File: config.mk
export PLATFORM = sky130hd
export DESIGN_NAME = wb_game_ctrl
export DESIGN_NICKNAME = d
export VERILOG_FILES = /design/src/rtl/wb_game_ctrl_pkg.sv /design/src/rtl/wb_game_ctrl_sync2.sv /design/src/rtl/wb_game_ctrl.sv
export SDC_FILE = /design/constraint.sdc
export NUM_CORES = 1
export LEC_CHECK = 0
export CORE_MARGIN = 3
export CORE_UTILIZATION = 40
export DETAILED_ROUTE_END_ITERATION = 6
export PLACE_DENSITY_LB_ADDON = 0.2
export REMOVE_ABC_BUFFERS = 1
export SLEW_MARGIN = 20
export SYNTH_ARGS = -nofsm -noshare
export SYNTH_HDL_FRONTEND = slang
export SYNTH_SLANG_ARGS = --single-unit
File: constraint.sdc
create_clock -name wb_clk_i -period 2.55 [get_ports wb_clk_i]
set_input_delay 0.51 -clock wb_clk_i [delete_from_list [all_inputs] [get_ports wb_clk_i]]
set_output_delay 0.51 -clock wb_clk_i [all_outputs]
set_load 0.01 [all_outputs]
File: src/rtl/wb_game_ctrl_pkg.sv
// Shared constants for the Wishbone game control block:
// register offsets, CTRL bit indices, STATUS field positions, decoder.
package wb_game_ctrl_pkg;

   localparam logic [7:0] REG_CTRL     = 8'h00;
   localparam logic [7:0] REG_DIFF     = 8'h04;
   localparam logic [7:0] REG_SW_INPUT = 8'h08;
   localparam logic [7:0] REG_STATUS   = 8'h0C;
   localparam logic [7:0] REG_SCORE    = 8'h10;
   localparam logic [7:0] REG_IRQ_STAT = 8'h14;

   localparam int CTRL_SOFT_RST    = 0;
   localparam int CTRL_DIFF_OVR    = 1;
   localparam int CTRL_SW_INPUT_EN = 2;
   localparam int CTRL_IRQ_EN      = 3;

   localparam int STAT_PAD_LSB  = 0;
   localparam int STAT_DIFF_LSB = 16;
   localparam int STAT_RST_BIT  = 31;

   typedef enum logic [2:0] {
      R_CTRL,
      R_DIFF,
      R_SW_INPUT,
      R_STATUS,
      R_SCORE,
      R_IRQ_STAT,
      R_NONE
   } reg_e;

   function automatic reg_e decode(input logic [7:0] off);
      case (off)
         REG_CTRL:     return R_CTRL;
         REG_DIFF:     return R_DIFF;
         REG_SW_INPUT: return R_SW_INPUT;
         REG_STATUS:   return R_STATUS;
         REG_SCORE:    return R_SCORE;
         REG_IRQ_STAT: return R_IRQ_STAT;
         default:      return R_NONE;
      endcase
   endfunction

endpackage

File: src/rtl/wb_game_ctrl_sync2.sv
// Width-parametrised two-flop synchroniser, async active-low reset.
// Ports: clk, rst_n, d (async input), q (synchronised output).
module sync2
   import wb_game_ctrl_pkg::*;
#(
   parameter int WIDTH = 1
) (
   input  logic             clk,
   input  logic             rst_n,
   input  logic [WIDTH-1:0] d,
   output logic [WIDTH-1:0] q
);

   logic [WIDTH-1:0] meta;

   always_ff @(posedge clk or negedge rst_n) begin
      if (!rst_n) begin
         meta <= '0;
         q    <= '0;
      end else begin
         meta <= d;
         q    <= meta;
      end
   end

endmodule

File: src/rtl/wb_game_ctrl.sv
// Wishbone control/status bank between wrapper pads and game core.
// Ports: Wishbone slave, la_rst_i, pads, score_i; game_rst/player/difficulty/irq out.
module wb_game_ctrl
   import wb_game_ctrl_pkg::*;
#(
   parameter int          NUM_PLAYERS       = 2,
   parameter int          INPUTS_PER_PLAYER = 2,
   parameter int          DIFF_WIDTH        = 4,
   parameter int          SCORE_WIDTH       = 4,
   parameter logic [31:0] BASE_ADDR         = 32'h3000_0000,
   parameter int          SOFTRST_CYCLES    = 16
) (
   input  logic                                   wb_clk_i,
   input  logic                                   wb_rst_ni,
   input  logic                                   wbs_stb_i,
   input  logic                                   wbs_cyc_i,
   input  logic                                   wbs_we_i,
   input  logic [3:0]                             wbs_sel_i,
   input  logic [31:0]                            wbs_dat_i,
   input  logic [31:0]                            wbs_adr_i,
   output logic                                   wbs_ack_o,
   output logic [31:0]                            wbs_dat_o,
   input  logic                                   la_rst_i,
   input  logic [NUM_PLAYERS*INPUTS_PER_PLAYER-1:0] pad_in_i,
   input  logic [DIFF_WIDTH-1:0]                  pad_diff_i,
   input  logic [NUM_PLAYERS*SCORE_WIDTH-1:0]     score_i,
   output logic                                   game_rst_o,
   output logic [NUM_PLAYERS*INPUTS_PER_PLAYER-1:0] player_o,
   output logic [DIFF_WIDTH-1:0]                  difficulty_o,
   output logic                                   irq_o
);

   localparam int NPI = NUM_PLAYERS * INPUTS_PER_PLAYER;
   localparam int NSW = NUM_PLAYERS * SCORE_WIDTH;
   localparam int CW  = $clog2(SOFTRST_CYCLES + 1);

   if (NPI > 16) begin : g_chk_pads
      $error("NUM_PLAYERS*INPUTS_PER_PLAYER must be <= 16");
   end
   if (DIFF_WIDTH > 8) begin : g_chk_diff
      $error("DIFF_WIDTH must be <= 8");
   end
   if (NSW > 32) begin : g_chk_score
      $error("NUM_PLAYERS*SCORE_WIDTH must be <= 32");
   end
   if (SOFTRST_CYCLES < 1) begin : g_chk_rst
      $error("SOFTRST_CYCLES must be >= 1");
   end

   logic [NPI-1:0]         pad_sync;
   logic [NPI-1:0]         sw_input;
   logic [DIFF_WIDTH-1:0]  diff_sync;
   logic [DIFF_WIDTH-1:0]  diff_reg;
   logic                   diff_ovr;
   logic                   sw_en;
   logic                   irq_en;
   logic                   ack;
   logic [31:0]            dat;
   logic [31:0]            rdata;
   logic [31:0]            wmask;
   logic [CW-1:0]          cnt;
   logic [NSW-1:0]         score_prev;
   logic [NUM_PLAYERS-1:0] irq_stat;
   logic [NUM_PLAYERS-1:0] score_chg;
   logic [NUM_PLAYERS-1:0] irq_set;
   logic [NUM_PLAYERS-1:0] irq_clr;
   logic                   hit;
   logic                   req;
   logic                   wr;
   reg_e                   rsel;
   logic                   unused_bits;

   sync2 #(.WIDTH(NPI)) u_pad_sync (
      .clk   (wb_clk_i),
      .rst_n (wb_rst_ni),
      .d     (pad_in_i),
      .q     (pad_sync)
   );

   sync2 #(.WIDTH(DIFF_WIDTH)) u_diff_sync (
      .clk   (wb_clk_i),
      .rst_n (wb_rst_ni),
      .d     (pad_diff_i),
      .q     (diff_sync)
   );

   assign hit  = wbs_stb_i & wbs_cyc_i &
                 (wbs_adr_i[31:8] == BASE_ADDR[31:8]);
   // Blocking on ack turns a held strobe into one ack every two cycles.
   assign req  = hit & ~ack;
   assign wr   = req & wbs_we_i;
   assign rsel = decode({wbs_adr_i[7:2], 2'b00});

   assign wmask = {{8{wbs_sel_i[3]}}, {8{wbs_sel_i[2]}},
                   {8{wbs_sel_i[1]}}, {8{wbs_sel_i[0]}}};

   assign game_rst_o   = la_rst_i | (cnt != '0);
   assign player_o     = sw_en ? sw_input : pad_sync;
   assign difficulty_o = diff_ovr ? diff_reg : diff_sync;
   assign irq_o        = irq_en & (|irq_stat);
   assign wbs_ack_o    = ack;
   assign wbs_dat_o    = dat;

   assign unused_bits = ^{wbs_adr_i[1:0], wbs_dat_i, wmask};

   always_comb begin
      rdata = '0;
      case (rsel)
         R_CTRL: begin
            rdata[CTRL_SOFT_RST]    = game_rst_o;
            rdata[CTRL_DIFF_OVR]    = diff_ovr;
            rdata[CTRL_SW_INPUT_EN] = sw_en;
            rdata[CTRL_IRQ_EN]      = irq_en;
         end
         R_DIFF:     rdata[DIFF_WIDTH-1:0] = diff_reg;
         R_SW_INPUT: rdata[NPI-1:0] = sw_input;
         R_STATUS: begin
            rdata[STAT_PAD_LSB +: NPI]         = pad_sync;
            rdata[STAT_DIFF_LSB +: DIFF_WIDTH] = diff_sync;
            rdata[STAT_RST_BIT]                = game_rst_o;
         end
         R_SCORE:    rdata[NSW-1:0] = score_prev;
         R_IRQ_STAT: rdata[NUM_PLAYERS-1:0] = irq_stat;
         default:    rdata = '0;
      endcase
   end

   always_comb begin
      score_chg = '0;
      for (int p = 0; p < NUM_PLAYERS; p++) begin
         score_chg[p] = score_i[p*SCORE_WIDTH +: SCORE_WIDTH] !=
                        score_prev[p*SCORE_WIDTH +: SCORE_WIDTH];
      end
   end

   // Score changes seen while the core is held in reset are dropped.
   assign irq_set = game_rst_o ? '0 : score_chg;
   assign irq_clr = (wr && rsel == R_IRQ_STAT) ?
                    (wbs_dat_i[NUM_PLAYERS-1:0] & wmask[NUM_PLAYERS-1:0]) : '0;

   always_ff @(posedge wb_clk_i or negedge wb_rst_ni) begin
      if (!wb_rst_ni) begin
         ack        <= 1'b0;
         dat        <= '0;
         cnt        <= '0;
         diff_ovr   <= 1'b0;
         sw_en      <= 1'b0;
         irq_en     <= 1'b0;
         diff_reg   <= '0;
         sw_input   <= '0;
         score_prev <= '0;
         irq_stat   <= '0;
      end else begin
         ack        <= req;
         dat        <= (req & ~wbs_we_i) ? rdata : '0;
         score_prev <= score_i;
         // Set is ORed after the clear so a same-cycle set wins.
         irq_stat   <= (irq_stat & ~irq_clr) | irq_set;
         if (cnt != '0) begin
            cnt <= cnt - CW'(1);
         end
         if (wr) begin
            case (rsel)
               R_CTRL: begin
                  if (wbs_sel_i[0]) begin
                     // Reload only ever lengthens the pulse.
                     if (wbs_dat_i[CTRL_SOFT_RST]) begin
                        cnt <= CW'(SOFTRST_CYCLES);
                     end
                     diff_ovr <= wbs_dat_i[CTRL_DIFF_OVR];
                     sw_en    <= wbs_dat_i[CTRL_SW_INPUT_EN];
                     irq_en   <= wbs_dat_i[CTRL_IRQ_EN];
                  end
               end
               R_DIFF: begin
                  diff_reg <= (diff_reg & ~wmask[DIFF_WIDTH-1:0]) |
                              (wbs_dat_i[DIFF_WIDTH-1:0] &
                               wmask[DIFF_WIDTH-1:0]);
               end
               R_SW_INPUT: begin
                  sw_input <= (sw_input & ~wmask[NPI-1:0]) |
                              (wbs_dat_i[NPI-1:0] & wmask[NPI-1:0]);
               end
               default: ;
            endcase
         end
      end
   end

endmodule

==> metrics.txt <==
status completed; # DRC 0; ys flop type dfrtp_1; P per Cell Area 461 mW/mm^2; sequential share of the synthesized area 0.548; P_leak between 1.5 and 2 nW; fin cells 395; Tmin final 2.51 ns; # IOs 133; synth warn 0; Synth top area share 0.548; row count 28; Req. time, crit path 2.75 ns; Worst Hold Class in2async; Commonest cells post-synth dfrtp_1, buf_4, mux2_2; Final Max Slew Viols 0; routed length per instance 15.3 um; critical path capture point type flip-flop; area delta synth->final 44.8%; Die ar. 0.00739 sq mm; Diodes inserted 0; count of endpoints failing setup in the final report 0; hpwl dp 4.61 mm; Slew HR 0.615; final hold violations 0; DR top layer met4; P_int 1.32 mW; Skew-Pair Late Insertion Delay 0.31 ns; Root Buffer clkbuf_8; sequential fraction of design power 0.536; number of synthesized flops with an enable pin 0; Crit Path Class in2reg; total wire length 6.03 mm; fin crit share 0.986; combinational share of power 0.123; number of global-route vias before repair 1945; Core ar. 0.00606 sq mm; H-Tree Depth 2; Initial DRT Pass Iterations 6; Cell Area, Synth 0.00256 sq mm; layout cells sized above 1 0.216; Port Buffers 80; DP Worst Slack -0.712 ns; die height between 80 and 90 um; ranking of synthesized cells by area dfrtp_1, mux2_2, buf_4; CTS tree built; Worst VDD drop about 360 uV; GR Overflow Total 0; Initial DRC Count 130; FF+latch count, synth between 50 and 60; Avg Inst Size Synth 11.8 sq um; DR vias/cell 4.99; setup slack, reg-to-reg around 0.47 ns; sw frac 0.225; antenna viol nets, final 0; Routed met1 length about 2.6 mm; CTS Buffer Depth 2; NetSw 384 uW; max cap viols 0; CP arrival 2.71 ns; hold_buf cts 0; GRT Total Usage 0.165; CTS Buf Count 5; total clock sinks 56; first-pass GRT wire length between 9 and 10 mm; largest area contributor in the netlist dfrtp_1; number of instances in the placed design 386; Mapped Cells 217; final worst setup slack ~0.035 ns; wire length on met2 2.86 mm; CP Launch Type input pin; GPL Wtd Cong 0.901; most numerous cell in the Yosys netlist dfrtp_1; initial antenna violation count 0; worst slew pin tran ~0.58 ns; total power approximately 1.7 mW; Cell variety after synth between 40 and 50; width of the chip 86.0 um; Vias about 2000; DR WL met3 493 um; final core occ 0.611; initial core utilization 0.422; crit-path max FO 4; clk_skew 0.00841 ns; critical path cell sequence clkdlybuf4s50_1, nor4bb_2, nand4_1, or4_4, nor3_4, mux2_4; maximum clock frequency 0.398 GHz; Final TNS setup 0 ns; slowest stage cell, crit path or4_4; Clock transition at path regs 0.10 ns; CP max stage delay between 0.5 and 0.6 ns; clock network power share 0.341; nets 411; largest net degree at the start of global routing 34; asr flop ratio synth 1.00
## routing by layer
layer | vias up | GRT usage
met5 | - | 0
met4 | 0 | 0.0561
met3 | 8 | 0.0432
met2 | 82 | 0.269
met1 | 946 | 0.211
li1 | 935 | -
## layout make-up
| type | instances | area [sq um] |
|---|---|---|
| well taps | 75 | 93.8 |
| flip-flops and latches | 56 | 1400 |
| inverters | 5 | 18.8 |
| repair buffers | 102 | 960 |
| multi-input cells | 149 | 1120 |
| fillers | 518 | 2350 |
| clock inverters | 3 | 47.5 |
| clock buffers | 5 | 68.8 |
## path summary, 6_finish.rpt
kind,from,end,depth (start not counted)
max,wbs_cyc_i,flip-flop,6
min,wb_rst_ni,wbs_dat_o[31],1
max reg2reg,wbs_ack_o,flip-flop,5
min reg2reg,u_pad_sync.meta[1],u_pad_sync.q[1],0
max in group asynchronous,wb_rst_ni,diff_ovr,2
min in group wb_clk_i,u_pad_sync.meta[1],u_pad_sync.q[1],0
## power by group through the flow
stage / combinational (mW) / sequential, mW / clock [mW]
2_1_floorplan: 0.0538 / 0.931 / 0
3_3_place_gp: 0.205 / 0.933 / 0
3_5_place_dp: 0.205 / 0.934 / 0
4_1_cts: 0.207 / 0.916 / 0.602
5_1_grt: 0.228 / 0.919 / 0.643
6_report: 0.210 / 0.916 / 0.583
## critical path, delay by kind of cell
kind                   cells  cell delay [ns]
buffers and inverters      1             0.46
and+or+nand+nor            4             1.40
muxes                      1             0.33
## placed cells by master (no fill, tap or decap), drive strengths merged, types with 3 or more instances in the layout
master	instances
clkdlybuf4s50	74
dfrtp	56
buf	26
conb	19
mux2	18
xnor2	11
nor3	10
nor2	9
nand2	8
a21oi	8
nor4	8
and3	7
inv	5
and2	5
clkbuf	5
nand4	3
nand3b	3
nand3	3
o21ai	3
## per-stage QoR
step           hold WS (ns)  area, sq um
2_1_floorplan         0.214         2460
3_3_place_gp          0.331         3520
3_5_place_dp          0.336         3520
4_1_cts               0.201         3670
5_1_grt               0.229         3710
6_report              0.193         3710
## logic make-up (layout without fill, tap and decap cells)
family	count (synthesis)	count (layout)	synth area share
and+or+nand+nor	71	71	0.175
xor gates and xnor gates	11	11	0.0377
other	1	19	0.00147
adders and majority gates	2	2	0.00978
muxes	20	20	0.0870
DFF	56	56	0.548
AOI/OAI and AO/OA	26	26	0.0694
buffers and inverters	30	115	0.0724
## what timing repair did
item,4_1_cts,5_1_grt
cloned,0,0
endpoints found under the setup margin,19,13
buffers inserted,1,0
gates resized for setup,23,8
pin swaps,6,2
Power figures use the tool's default switching activity.
